`src/rtl/instr_fetch_stage_if.sv`:
```
// -----------------------------------------------------------------------------
// instr_fetch_stage_if
// Bundles the fetch stage's program-counter, instruction-memory and
// downstream-handshake signals.
//   master : the fetch stage itself
//   slave  : the surroundings (program counter, imem, decode)
// Signals:
//   pc_in, pc_adv, redirect           program counter side
//   imem_en, imem_addr, imem_rdata    synchronous instruction memory
//   out_valid, out_ready,
//   out_instr, out_pc                 valid/ready output to decode
// -----------------------------------------------------------------------------
interface instr_fetch_stage_if #(
  parameter int ADDR_W  = 8,
  parameter int INSTR_W = 32
);
  logic [ADDR_W-1:0]  pc_in;
  logic               pc_adv;
  logic               redirect;
  logic               imem_en;
  logic [ADDR_W-1:0]  imem_addr;
  logic [INSTR_W-1:0] imem_rdata;
  logic               out_valid;
  logic               out_ready;
  logic [INSTR_W-1:0] out_instr;
  logic [ADDR_W-1:0]  out_pc;

  modport master (
    input  pc_in, redirect, imem_rdata, out_ready,
    output pc_adv, imem_en, imem_addr, out_valid, out_instr, out_pc
  );

  modport slave (
    output pc_in, redirect, imem_rdata, out_ready,
    input  pc_adv, imem_en, imem_addr, out_valid, out_instr, out_pc
  );
endinterface

```
`src/rtl/instr_fetch_stage.sv`:
```
// -----------------------------------------------------------------------------
// instr_fetch_stage
// Fetch stage between the program counter and instruction decode. In RUN it
// issues one read per cycle to a synchronous instruction memory whenever the
// 2-entry output buffer is guaranteed room for the answer, tags the returned
// word with its PC and presents the buffer head through valid/ready.
// A taken redirect flushes the buffer and discards any returning read.
//
// Ports:
//   clk          clock
//   rst          synchronous, active-high reset
//   bus          instr_fetch_stage_if.master (pc_in/pc_adv/redirect,
//                imem_en/imem_addr/imem_rdata, out_valid/out_ready/
//                out_instr/out_pc)
//   fetch_count  (FETCH_STATS_EN) saturating count of buffer pushes
//   flush_count  (FETCH_STATS_EN) saturating count of redirects that
//                discarded buffered or in-flight work
//
// Build option: define FETCH_STATS_EN to add the two statistics outputs.
// -----------------------------------------------------------------------------
module instr_fetch_stage #(
  parameter int ADDR_W  = 8,
  parameter int INSTR_W = 32
) (
  input  logic                clk,
  input  logic                rst,
  instr_fetch_stage_if.master bus
`ifdef FETCH_STATS_EN
  ,
  output logic [15:0]         fetch_count,
  output logic [15:0]         flush_count
`endif
);

  typedef enum logic {
    IDLE = 1'b0,
    RUN  = 1'b1
  } state_t;

  typedef struct packed {
    logic [INSTR_W-1:0] instr;
    logic [ADDR_W-1:0]  pc;
  } entry_t;

  state_t            state_q, state_d;
  entry_t            buf_q [0:1];
  logic              rd_ptr_q, wr_ptr_q;
  logic [1:0]        count_q;
  logic              inflight_q;
  logic [ADDR_W-1:0] cap_addr_q;

  logic              pop;
  logic              push;
  logic              issue;
  logic              redirect_run;
  logic [2:0]        occupancy;

  assign pop          = bus.out_valid & bus.out_ready;
  assign redirect_run = (state_q == RUN) & bus.redirect;
  // A returning read is only dropped by a redirect in the same cycle.
  assign push         = inflight_q & ~redirect_run;
  // Slots committed after this edge: buffered + in flight - leaving now.
  // A pop implies count_q >= 1, so this never underflows.
  assign occupancy    = {1'b0, count_q} + {2'b00, inflight_q} - {2'b00, pop};

  // NOTE: every signal written in always_comb gets a default first, so no
  // path through the case leaves it unassigned and no latch is inferred.
  always_comb begin
    state_d = state_q;
    issue   = 1'b0;
    unique case (state_q)
      IDLE: state_d = RUN;  // one quiet cycle lets the PC settle
      RUN:  issue   = ~rst & ~bus.redirect & (occupancy < 3'd2);
      default: state_d = IDLE;
    endcase
  end

  // NOTE: sequential state uses non-blocking assignments so every register
  // samples the pre-edge values regardless of statement order.
  always_ff @(posedge clk) begin
    if (rst) begin
      state_q    <= IDLE;
      count_q    <= 2'd0;
      inflight_q <= 1'b0;
      cap_addr_q <= '0;
      rd_ptr_q   <= 1'b0;
      wr_ptr_q   <= 1'b0;
      // NOTE: the two buffer entries are reset because the head entry drives
      // out_instr/out_pc directly and those must read zero after reset.
      buf_q[0]   <= '0;
      buf_q[1]   <= '0;
    end else begin
      state_q    <= state_d;
      inflight_q <= issue;
      if (issue) begin
        cap_addr_q <= bus.pc_in;
      end
      if (redirect_run) begin
        count_q  <= 2'd0;
        rd_ptr_q <= 1'b0;
        wr_ptr_q <= 1'b0;
      end else begin
        if (push) begin
          buf_q[wr_ptr_q] <= '{instr: bus.imem_rdata, pc: cap_addr_q};
          wr_ptr_q        <= ~wr_ptr_q;
        end
        if (pop) begin
          rd_ptr_q <= ~rd_ptr_q;
        end
        count_q <= count_q + {1'b0, push} - {1'b0, pop};
      end
    end
  end

  assign bus.imem_en   = issue;
  assign bus.pc_adv    = issue;
  assign bus.imem_addr = bus.pc_in;
  assign bus.out_valid = (count_q != 2'd0);
  assign bus.out_instr = buf_q[rd_ptr_q].instr;
  assign bus.out_pc    = buf_q[rd_ptr_q].pc;

`ifdef FETCH_STATS_EN
  logic flush_hit;
  assign flush_hit = redirect_run & ((count_q != 2'd0) | inflight_q);

  always_ff @(posedge clk) begin
    if (rst) begin
      fetch_count <= 16'd0;
      flush_count <= 16'd0;
    end else begin
      if (push && fetch_count != 16'hFFFF) begin
        fetch_count <= fetch_count + 16'd1;
      end
      if (flush_hit && flush_count != 16'hFFFF) begin
        flush_count <= flush_count + 16'd1;
      end
    end
  end
`endif

endmodule

```
`src/flat_wrapper.sv`:
```
// flat-port wrapper written by rule: the top's interface ports become plain ports
module instr_fetch_stage_flat 
#(
  parameter int ADDR_W  = 8,
  parameter int INSTR_W = 32
)
  (clk, rst, bus_pc_in, bus_redirect, bus_imem_rdata, bus_out_ready, bus_pc_adv, bus_imem_en, bus_imem_addr, bus_out_valid, bus_out_instr, bus_out_pc);
  instr_fetch_stage_if #(.ADDR_W(ADDR_W), .INSTR_W(INSTR_W)) bus_i ();
  input  logic clk;
  input  logic rst;
  input wire logic [$bits(bus_i.pc_in)-1:0] bus_pc_in;
  input wire logic [$bits(bus_i.redirect)-1:0] bus_redirect;
  input wire logic [$bits(bus_i.imem_rdata)-1:0] bus_imem_rdata;
  input wire logic [$bits(bus_i.out_ready)-1:0] bus_out_ready;
  output wire logic [$bits(bus_i.pc_adv)-1:0] bus_pc_adv;
  output wire logic [$bits(bus_i.imem_en)-1:0] bus_imem_en;
  output wire logic [$bits(bus_i.imem_addr)-1:0] bus_imem_addr;
  output wire logic [$bits(bus_i.out_valid)-1:0] bus_out_valid;
  output wire logic [$bits(bus_i.out_instr)-1:0] bus_out_instr;
  output wire logic [$bits(bus_i.out_pc)-1:0] bus_out_pc;
  assign bus_i.pc_in = bus_pc_in;
  assign bus_i.redirect = bus_redirect;
  assign bus_i.imem_rdata = bus_imem_rdata;
  assign bus_i.out_ready = bus_out_ready;
  assign bus_pc_adv = bus_i.pc_adv;
  assign bus_imem_en = bus_i.imem_en;
  assign bus_imem_addr = bus_i.imem_addr;
  assign bus_out_valid = bus_i.out_valid;
  assign bus_out_instr = bus_i.out_instr;
  assign bus_out_pc = bus_i.out_pc;
  instr_fetch_stage #(.ADDR_W(ADDR_W), .INSTR_W(INSTR_W)) u_core (.clk(clk), .rst(rst), .bus(bus_i));
endmodule
```
`config.mk`:
```
export PLATFORM = sky130hd
export DESIGN_NAME = instr_fetch_stage_flat
export DESIGN_NICKNAME = d
export VERILOG_FILES = /design/src/rtl/instr_fetch_stage_if.sv /design/src/rtl/instr_fetch_stage.sv /design/src/flat_wrapper.sv
export SDC_FILE = /design/constraint.sdc
export NUM_CORES = 1
export LEC_CHECK = 0
export CAP_MARGIN = 15
export CORE_UTILIZATION = 54
export DETAILED_ROUTE_END_ITERATION = 10
export GPL_TIMING_DRIVEN = 0
export PLACE_DENSITY = 0.85
export SYNTH_ARGS = -nofsm -noshare
export SYNTH_HDL_FRONTEND = slang
export SYNTH_SLANG_ARGS = --single-unit
```
`constraint.sdc`:
```
create_clock -name clk -period 3.7 [get_ports clk]
set_clock_uncertainty 0.1 [all_clocks]
set_input_delay 0.555 -clock clk [delete_from_list [all_inputs] [get_ports clk]]
set_output_delay 0.555 -clock clk [all_outputs]
set_load 0.02 [all_outputs]
```
==> out/metrics.yaml, run 1 <==
outcome:
  run_status: "finished, final reports clean"
die:
  coreArea_um2: 7370
  initial_utilization: 0.566
  std_cell_rows: 31
  die_x_um: 89.9
  chipHeight_um: 89.9
  io-pin-count: 95
  floorplan.die_area_um2: 8090
route:
  drt_first_pass_iters: 4
  avgViaCountPerCell: 5.06
  wirelength_um: 7620
  via_count: 2566
  number_of_nets_still_failing_antenna_checks_after_routing: 0
  wl_per_cell_um: 15.0
  drt-initial-drc-count: 93
  route.detailed.drc: 0
grt:
  gr-usage-met1: 0.232
  grt-busiest-layer: "met2"
  antenna_found_initial: 0
  met3_grt_util: 0.0525
  globalRouteMet2Util: 0.363
  global_route.usage.total: 0.199
  grt_start_max_net_pins: 41
  grt_overflow_total: 0
  grt_pass1_wl_um: 12200
  grt_pass1_vias: 2576
timing:
  final.min_clock_period_ns: 3.54
  rsz0062_at_grt: "false"
  tns_ns: 0
  setup-violations-final: 0
  final-max-slew-violation-count: 0
  finalHoldViolCount: 0
  timing.slew.headroom: 0.349
  maxClockFrequency_mhz: 282
  max_slew.worst_pin.slew_ns: 0.977
  final_min_period_over_clock_period: 0.958
  fin_hold_ws_ns: 0.401
worst_setup_path:
  rrSetupSlack_ns: 1.07
  worstSetupStartpointType: "primary input"
  timing.critical_path.fanout_max: 10
  rr_startpoint: "u_core.count_q[1]"
  cp.buffers_inverters: 4
  timing.setup.critical_path_class: "in2out"
  worst-endpoint-arrival_ns: 2.89
  critPathRequiredTime_ns: 3.04
  critical-path-max-stage-delay_ns: 0.50
  cp_cell_sequence: "clkdlybuf4s50_1 -> o21a_1 -> ha_1 -> inv_1 -> nand2_1 -> fa_1 -> nand4bb_1 -> clkbuf_2 -> nor2_1 -> dlygate4sd2_1"
  cpMaxStageDelayCell: "sky130_fd_sc_hd__fa_1"
  worst_reg2reg_path_endpoint: "u_core.cap_addr_q[2]"
  r2r.worst_path.cells: 9
  critPathCaptureType: "output pin"
  cpLargestDelayFamily: "buffers and inverters"
cts:
  postCtsHoldBufs: 0
  clk_pin_slew_ns: 0.08
  cts-root-to-sink-buffers: 2
  post-cts-setup-buffer-count: 0
  cts.sinks: 95
  worst_skew_pair.late_latency_ns: 0.35
  clock_tree.root_cell: "sky130_fd_sc_hd__clkbuf_8"
  htree_levels: 3
  cts_made_buffers: 9
  cts_tree: "yes"
yosys:
  synth_warn: 0
  fraction_of_registers_with_async_set_reset: 0
  syn-num-nets: 345
  synth.cell_area_um2: 4170
  post_synth.cell_area_avg_um2: 14.1
  register_bit_count_reported_by_yosys: 95
  synth_seq_area_share: 0.647
  post_synth_edffs: 80
  cells_after_synthesis: 297
  postSynth.topFlopCell: "sky130_fd_sc_hd__edfxtp_1"
  yosys.cell_types.count: 28
layout:
  fillCellCount: 492
  final_cell_area_um2: 5470
  sequential_cell_area_um2: 2700
  area_growth_syn_to_layout_pct: 31.0
  final_layout_size_suffix_gt1_frac: 0.203
  net_count_final: 451
  utilization: 0.742
  insertedDiodeCount: 0
  multi_input_gate_area_um2: 1320
run:
  total_of_max_cap_violations: 0
min_path:
  hold_end: "u_core.cap_addr_q[3]"
  hp-start: "u_core.cap_addr_q[3]"
  min_delay_path_depth: 2
  hold_class: "reg2reg"
power_and_ir_drop:
  power_total_mw: 2.32
  total_power_per_unit_cell_area_nw_per_um2: 425
  largest_vdd_supply_drop_mv: 0.377
  cellLeakagePower_nw: 2.07
placement:
  place.gp.congestion: 0.755
  detailed_place.area_um2: 5260
  port-buffer-count: 94
  dp_hpwl_um: 5250
[worst min-delay path, stage by stage (launching register included)]
cell                      delay (ns)
sky130_fd_sc_hd__dfxtp_1        0.32
sky130_fd_sc_hd__o21ai_0        0.07
sky130_fd_sc_hd__a21oi_1        0.06
[how the worst max path moves through the flow]
stage                       start     endpoint  slack, ns  depth (start not counted)
floorplan           bus_out_ready   bus_pc_adv       0.67                          9
global placement    bus_out_ready   bus_pc_adv      -0.19                         11
detailed placement  bus_out_ready   bus_pc_adv      -0.23                         11
CTS                 bus_out_ready   bus_pc_adv       0.03                         11
global route        bus_out_ready  bus_imem_en       0.04                         10
finish              bus_out_ready  bus_imem_en       0.16                         10
[synth_stat cells, types with 3 or more instances]
library cell / n / area (um2)
sky130_fd_sc_hd__nor2_1: 6 / 22.5
sky130_fd_sc_hd__mux2_2: 40 / 450
sky130_fd_sc_hd__o21ai_0: 8 / 40.0
sky130_fd_sc_hd__nand2_1: 3 / 11.3
sky130_fd_sc_hd__and2_1: 78 / 488
sky130_fd_sc_hd__inv_1: 5 / 18.8
sky130_fd_sc_hd__clkbuf_1: 6 / 22.5
sky130_fd_sc_hd__buf_4: 9 / 67.6
sky130_fd_sc_hd__nand3_1: 8 / 40.0
sky130_fd_sc_hd__ha_1: 3 / 37.5
sky130_fd_sc_hd__dfxtp_1: 15 / 300
sky130_fd_sc_hd__and2_2: 3 / 22.5
sky130_fd_sc_hd__xnor2_1: 4 / 35.0
sky130_fd_sc_hd__clkbuf_2: 5 / 25.0
sky130_fd_sc_hd__edfxtp_1: 80 / 2400
sky130_fd_sc_hd__a21oi_1: 9 / 45.0
sky130_fd_sc_hd__buf_2: 4 / 20.0
[where the power goes]
part	switching [mW]	internal [mW]	total (mW)	leakage, nW
sequential	0.0198	1.21	1.23	0.952
combinational	0.182	0.194	0.376	1.02
clock	0.339	0.375	0.713	0.100
total	0.540	1.78	2.32	2.07
[repair_timing]
item	CTS	global route
pin swaps	0	0
setup endpoints to repair	2	2
gates resized for setup	2	4
[placed cells by master (no fill, tap or decap), types with 2 or more instances in the layout]
master                            count
sky130_fd_sc_hd__clkdlybuf4s50_1     92
sky130_fd_sc_hd__clkinv_1             2
sky130_fd_sc_hd__nor2_1               6
sky130_fd_sc_hd__mux2_2              40
sky130_fd_sc_hd__bufinv_16            2
sky130_fd_sc_hd__clkbuf_2             7
sky130_fd_sc_hd__and2_1              78
sky130_fd_sc_hd__clkbuf_8             9
sky130_fd_sc_hd__and2_2               3
sky130_fd_sc_hd__xnor2_1              4
sky130_fd_sc_hd__clkbuf_1             5
sky130_fd_sc_hd__dfxtp_1             15
sky130_fd_sc_hd__a21oi_1              9
sky130_fd_sc_hd__inv_1                5
sky130_fd_sc_hd__buf_4                9
sky130_fd_sc_hd__o21ai_0              8
sky130_fd_sc_hd__nand2_1              2
sky130_fd_sc_hd__edfxtp_1            80
sky130_fd_sc_hd__ha_1                 3
sky130_fd_sc_hd__buf_2                4
sky130_fd_sc_hd__nand3_1              8
sky130_fd_sc_hd__clkinvlp_4           2
[metal layers]
metal  routed length, um  share of wire
met5                   0              0
met4                  76          0.010
met3                 343          0.045
met2                3960           0.52
met1                3230           0.42
[area by class of cell]
cell class	instances	area share
Multi-Input combinational cell	173	0.241
Buffer	24	0.0249
Sequential cell	95	0.494
Tap cell	99	0.0227
Timing Repair Buffer	95	0.175
Clock buffer	9	0.0227
Inverter	5	0.00343
Clock inverter	7	0.0160
[flip-flops by register name, indices dropped and copies added, names as in the netlist, named ones only]
| name | count |
|---|---|
| u_core.state_q | 1 |
| u_core.count_q | 2 |
| u_core.cap_addr_q | 8 |
| u_core.buf_q | 80 |
| u_core.wr_ptr_q | 1 |
| u_core.rd_ptr_q | 1 |
| u_core.inflight_q | 1 |
[per-stage QoR]
step                      instances  worst slack (ns)
after floorplan                 297             0.671
after global placement          490            -0.190
after detailed placement        491            -0.231
after CTS                       507            0.0284
after global routing            507            0.0363
final                           507             0.157
[cell families after synthesis]
group	count (synthesis)	synth area share
flip-flops	95	0.647
buffers and inverters	29	0.0369
XOR/XNOR	5	0.0123
AO/OA/AOI/OAI	20	0.0276
multiplexers	40	0.108
adder cells (fa/ha/maj)	4	0.0138
AND/OR/NAND/NOR	104	0.154
(Power assumes the default switching activity.)
==> inputs of run 2 (changes only) <==
- PLACE_DENSITY: 0.85 -> 0.87
- SKIP_CTS_REPAIR_TIMING: unset -> 1
==> out/metrics.yaml, run 2 (synthesized netlist as in run 1, its figures left out) <==
grt:
  antenna_found_initial: 0  # unchanged
  grt_pass1_vias: 2634  # +2.3%
  global_route.usage.total: 0.208  # +0.00940
  grt_overflow_total: 0  # unchanged
  grt_start_max_net_pins: 41  # unchanged
  grt_pass1_wl_um: 12700  # +4.3%
cts:
  cts.sinks: 95  # unchanged
  worst_skew_pair.late_latency_ns: 0.36  # about the same
  clock_tree.root_cell: "sky130_fd_sc_hd__clkbuf_8"
  clk_pin_slew_ns: 0.09  # about the same
  cts_made_buffers: 9  # unchanged
  htree_levels: 3  # unchanged
  cts-root-to-sink-buffers: 2  # unchanged
  cts_tree: "yes"
worst_setup_path:
  critPathRequiredTime_ns: 3.04  # about the same
  timing.critical_path.fanout_max: 10  # unchanged
  worstSetupStartpointType: "primary input"
  r2r.worst_path.cells: 9  # unchanged
  worst-endpoint-arrival_ns: 2.96  # +0.07 ns
  critPathCaptureType: "output pin"
  timing.setup.critical_path_class: "in2out"
route:
  avgViaCountPerCell: 5.11  # +0.90%
  drt-initial-drc-count: 106  # +14%
  drt_first_pass_iters: 5  # +1
  number_of_nets_still_failing_antenna_checks_after_routing: 0  # unchanged
  route.detailed.drc: 0  # unchanged
  wl_per_cell_um: 15.6  # +4.1%
  via_count: 2589  # +0.90%
  wirelength_um: 7930  # +4.1%
min_path:
  min_delay_path_depth: 2  # unchanged
  hold_class: "reg2reg"
layout:
  area_growth_syn_to_layout_pct: 32.3
  number_of_flip_flops_under_the_largest_register_name: 80  # unchanged
  multi_input_gate_area_um2: 1320  # unchanged
  fillCellCount: 481  # -2.2%
  layout.cells.most_common: "sky130_fd_sc_hd__clkdlybuf4s50_1"
  largest_registers: "u_core.buf_q (80), u_core.cap_addr_q (8), u_core.count_q (2)"
  final_layout_size_suffix_gt1_frac: 0.203  # unchanged
  layout_common_cells: "sky130_fd_sc_hd__clkdlybuf4s50_1 (92), sky130_fd_sc_hd__edfxtp_1 (80), sky130_fd_sc_hd__and2_1 (78)"
  net_count_final: 451  # unchanged
  top_register: "u_core.buf_q"
  insertedDiodeCount: 0  # unchanged
  sequential_cell_area_um2: 2700  # unchanged
timing:
  final-max-slew-violation-count: 0  # unchanged
  max_slew.worst_pin.slew_ns: 1.01  # +0.0303 ns
  fin_hold_ws_ns: 0.391  # -0.0105 ns
  tns_ns: 0  # unchanged
  setup-violations-final: 0  # unchanged
  finalHoldViolCount: 0  # unchanged
  final.min_clock_period_ns: 3.62  # +0.0724 ns
  final_min_period_over_clock_period: 0.977  # +0.0196
  maxClockFrequency_mhz: 277  # -2.0%
  timing.slew.headroom: 0.329  # -0.0202
die:
  chipHeight_um: 89.9  # unchanged
  std_cell_rows: 31  # unchanged
  coreArea_um2: 7370  # unchanged
  initial_utilization: 0.566  # unchanged
  floorplan.die_area_um2: 8090  # unchanged
  die_x_um: 89.9  # unchanged
  io-pin-count: 95  # unchanged
power_and_ir_drop:
  power_total_mw: 2.45  # +5.7%
  total_power_per_unit_cell_area_nw_per_um2: 444  # +4.6%
  cellLeakagePower_nw: 2.13  # +2.7%
  largest_vdd_supply_drop_mv: 0.317  # -16%
placement:
  port-buffer-count: 94  # unchanged
  place.gp.congestion: 0.793  # +5.1%
  dp_hpwl_um: 5400  # +2.8%
outcome:
  run_status: "finished, final reports clean"
run:
  total_of_max_cap_violations: 0  # unchanged
run 2: cell types whose count changed in the layout (fill, tap and decap cells not counted):
cell                             before  now
sky130_fd_sc_hd__clkinv_1             2    0
sky130_fd_sc_hd__clkinvlp_4           2    0
sky130_fd_sc_hd__dlymetal6s2s_1       0    2
sky130_fd_sc_hd__bufinv_16            2    3
sky130_fd_sc_hd__clkbuf_1             5    6
sky130_fd_sc_hd__clkbuf_16            0    1
sky130_fd_sc_hd__clkbuf_2             7    6
sky130_fd_sc_hd__clkinv_4             0    1
sky130_fd_sc_hd__dlygate4sd2_1        1    0
run 2: final timing paths:
| kind | from | to | slack [ns] |
|---|---|---|---|
| hold reg to reg | u_core.cap_addr_q[5] | u_core.cap_addr_q[5] | 0.39 |
| setup reg to reg | u_core.count_q[1] | u_core.cap_addr_q[0] | 1.01 |
| setup / recovery | bus_out_ready | bus_pc_adv | 0.08 |
| hold / removal | u_core.cap_addr_q[5] | u_core.cap_addr_q[5] | 0.39 |
run 2: through the flow:
stage	util	instances	setup WS [ns]	cell area (um2)
floorplan	-	297	0.671	4170
global placement	0.711	490	-0.209	5240
detailed placement	0.714	491	-0.281	5260
CTS	0.749	507	-0.299	5520
global route	0.750	507	-0.00106	5520
finish	0.750	507	0.0848	5520
run 2: area by class of cell:
type / instances / area share
well taps: 99 / 0.0224
plain buffers: 24 / 0.0247
flip-flops and latches: 95 / 0.489
multi-input cells: 173 / 0.239
clock buffers: 11 / 0.0276
repair buffers: 95 / 0.175
inverters: 5 / 0.00340
clock inverters: 5 / 0.0188
run 2: worst max-delay path, stage by stage:
cell and delay [ns]:
sky130_fd_sc_hd__clkdlybuf4s50_1 0.46, sky130_fd_sc_hd__o21a_1 0.19, sky130_fd_sc_hd__ha_1 0.25, sky130_fd_sc_hd__inv_1 0.09
sky130_fd_sc_hd__nand2_1 0.07, sky130_fd_sc_hd__fa_1 0.50, sky130_fd_sc_hd__nand4bb_1 0.12, sky130_fd_sc_hd__clkbuf_2 0.20
sky130_fd_sc_hd__nor2_1 0.19, sky130_fd_sc_hd__buf_4 0.13, sky130_fd_sc_hd__dlymetal6s2s_1 0.21
run 2: layer usage:
layer / vias up / wire length, um / GRT usage
met2: 76 / 4150 / 0.372
met5: - / 0 / 0
li1: 1244 / - / -
met1: 1255 / 3350 / 0.248
met4: 0 / 148 / 0.0887
met3: 14 / 274 / 0.0355
run 2: where the power goes:
group          internal [mW]  switching (mW)
Clock                  0.490           0.349
Sequential              1.21          0.0199
Combinational          0.196           0.186
==> inputs of run 3 (changes only) <==
- CAP_MARGIN: 15 -> 20
- CORE_ASPECT_RATIO: unset -> 0.7
- RECOVER_POWER: unset -> 100
==> out/metrics.yaml, run 3 (synthesized netlist as in run 1, its figures left out) <==
power_and_ir_drop:
  clockPowerShare: 0.286  # -0.056
  cellLeakagePower_nw: 2.03  # -4.7%
  largest_vdd_supply_drop_mv: 0.236  # -26%
  pwr-share-seq: 0.554  # +0.051
  combPwrFrac: 0.160  # +0.005
  netSwitchingPower_mw: 0.583  # +5.0%
  total_power_per_unit_cell_area_nw_per_um2: 413  # -7.1%
  cell_internal_pwr_mw: 1.65  # -13%
  net_sw_frac: 0.262  # +0.0355
grt:
  gr-usage-met1: 0.269  # +0.0216
  globalRouteMet2Util: 0.368  # -0.00334
  met3_grt_util: 0.0573  # +0.0218
  grt_pass1_wl_um: 12500  # -1.8%
  global_route.usage.total: 0.213  # +0.00484
  grt_pass1_vias: 2632  # -0.076%
  grt_overflow_total: 0  # unchanged
  antenna_found_initial: 0  # unchanged
  grt-busiest-layer: "met2"
  grt_start_max_net_pins: 41  # unchanged
cts:
  cts_tree: "yes"
  htree_levels: 3  # unchanged
  worst_skew_pair.late_latency_ns: 0.36  # about the same
  cts_made_buffers: 9  # unchanged
  cts-root-to-sink-buffers: 2  # unchanged
  clock_tree.root_cell: "sky130_fd_sc_hd__clkbuf_8"
  cts.sinks: 95  # unchanged
  clk_pin_slew_ns: 0.10  # about the same
layout:
  number_of_flip_flops_under_the_largest_register_name: 80  # unchanged
  layout_common_cells: "sky130_fd_sc_hd__edfxtp_1 (80), sky130_fd_sc_hd__dlygate4sd3_1 (47), sky130_fd_sc_hd__and2_0 (45), sky130_fd_sc_hd__clkdlybuf4s50_1 (45), sky130_fd_sc_hd__mux2_2 (40)"
  utilization: 0.731  # -0.0186
  fillCellCount: 518  # +7.7%
  final_cell_area_um2: 5400  # -2.3%
  largest_registers: "u_core.buf_q (80), u_core.cap_addr_q (8), u_core.count_q (2)"
  layout.cells.most_common: "sky130_fd_sc_hd__edfxtp_1"
  net_count_final: 451  # unchanged
  final_layout_size_suffix_gt1_frac: 0.181  # -0.0221
  area_growth_syn_to_layout_pct: 29.3
  top_register: "u_core.buf_q"
  insertedDiodeCount: 0  # unchanged
timing:
  maxClockFrequency_mhz: 283  # +2.5%
  timing.slew.headroom: 0.314  # -0.0150
  final-max-slew-violation-count: 0  # unchanged
  setup-violations-final: 0  # unchanged
  final_min_period_over_clock_period: 0.954  # -0.0235
  fin_hold_ws_ns: 0.389  # -0.00106 ns
  final.min_clock_period_ns: 3.53  # -0.0870 ns
  max_slew.worst_pin.slew_ns: 1.03  # +0.0224 ns
  finalHoldViolCount: 0  # unchanged
  rsz0062_at_grt: "false"
worst_setup_path:
  critical-path-max-stage-delay_ns: 0.50  # about the same
  critPathRequiredTime_ns: 3.04  # about the same
  timing.setup.critical_path_class: "in2out"
  cp.buffers_inverters: 5  # unchanged
  cp_cell_sequence: "clkdlybuf4s50_1 -> o21a_1 -> ha_1 -> inv_1 -> nand2_1 -> fa_1 -> nand4bb_1 -> clkbuf_2 -> nor2_1 -> buf_4 -> clkbuf_1"
  critPathCaptureType: "output pin"
  worst-endpoint-arrival_ns: 2.87  # -0.09 ns
  worstSetupStartpointType: "primary input"
  cpMaxStageDelayCell: "sky130_fd_sc_hd__fa_1"
  cpLargestDelayFamily: "buffers and inverters"
  timing.critical_path.fanout_max: 10  # unchanged
die:
  chipHeight_um: 75.6  # -16%
  initial_utilization: 0.565  # -0.00115
  std_cell_rows: 26  # -16%
  die_x_um: 107  # +19%
  coreArea_um2: 7380  # +0.20%
  floorplan.die_area_um2: 8090  # about the same
  io-pin-count: 95  # unchanged
route:
  drt-initial-drc-count: 118  # +11%
  drt_first_pass_iters: 4  # -1
  via_count: 2577  # -0.46%
  number_of_nets_still_failing_antenna_checks_after_routing: 0  # unchanged
  route.detailed.drc: 0  # unchanged
  wl_per_cell_um: 15.8  # +0.87%
  avgViaCountPerCell: 5.09  # -0.27%
  wirelength_um: 7980  # +0.67%
placement:
  port-buffer-count: 94  # unchanged
  place.gp.congestion: 0.762  # -4.0%
  detailed_place.area_um2: 5260  # about the same
  dp_hpwl_um: 5620  # +4.0%
outcome:
  run_status: "finished, final reports clean"
run:
  total_of_max_cap_violations: 0  # unchanged
min_path:
  hold_class: "reg2reg"
## run 3: stage by stage
| step | std cells | setup slack (ns) | power [mW] | setup TNS [ns] |
|---|---|---|---|---|
| after floorplan | 297 | 0.671 | 1.45 | 0 |
| final | 506 | 0.172 | 2.23 | 0 |
| after detailed placement | 490 | -0.254 | 1.64 | -0.422 |
| after global routing | 506 | 0.0287 | 2.31 | 0 |
| after global placement | 489 | -0.186 | 1.63 | -0.286 |
| after CTS | 506 | -0.269 | 2.27 | -0.452 |
## run 3: final timing paths
| path | from | end | slack (ns) | depth (start not counted) |
|---|---|---|---|---|
| worst max-delay path | bus_out_ready | bus_pc_adv | 0.17 | 11 |
| worst min-delay path | u_core.cap_addr_q[7] | u_core.cap_addr_q[7] | 0.39 | 2 |
| worst max register to register | u_core.count_q[1] | u_core.cap_addr_q[4] | 1.04 | 8 |
| worst min register to register | u_core.cap_addr_q[7] | u_core.cap_addr_q[7] | 0.39 | 2 |
## run 3: worst register-to-register path, cell delays in order (launching register included)
cell and delay, ns:
sky130_fd_sc_hd__dfxtp_1 0.50, sky130_fd_sc_hd__o21a_1 0.24, sky130_fd_sc_hd__ha_1 0.25, sky130_fd_sc_hd__inv_1 0.09
sky130_fd_sc_hd__nand2_1 0.07, sky130_fd_sc_hd__fa_1 0.44, sky130_fd_sc_hd__xnor2_1 0.57, sky130_fd_sc_hd__nand3_1 0.16
sky130_fd_sc_hd__a21oi_1 0.17
## run 3: per-layer routing
layer	part of all wire	wire [um]	vias up
li1	-	-	1255
met1	0.45	3580	1245
met2	0.49	3890	70
met3	0.057	452	7
met4	0.0070	56	0
met5	0	0	-
## run 3: cell type report
class	count	area (um2)	share of cell area
Inverter	5	18.8	0.00348
Sequential cell	95	2700	0.501
Clock inverter	7	70.1	0.0130
Multi-Input combinational cell	173	1300	0.241
Tap cell	98	123	0.0227
Buffer	24	126	0.0234
Timing Repair Buffer	95	933	0.173
Clock buffer	9	124	0.0229
## run 3: power groups by stage
| stage | registers, mW | clock network (mW) | logic [mW] |
|---|---|---|---|
| after floorplan | 1.25 | 0 | 0.202 |
| after global placement | 1.26 | 0 | 0.373 |
| after detailed placement | 1.26 | 0 | 0.383 |
| after CTS | 1.23 | 0.650 | 0.386 |
| after global routing | 1.24 | 0.688 | 0.383 |
| final | 1.23 | 0.638 | 0.356 |
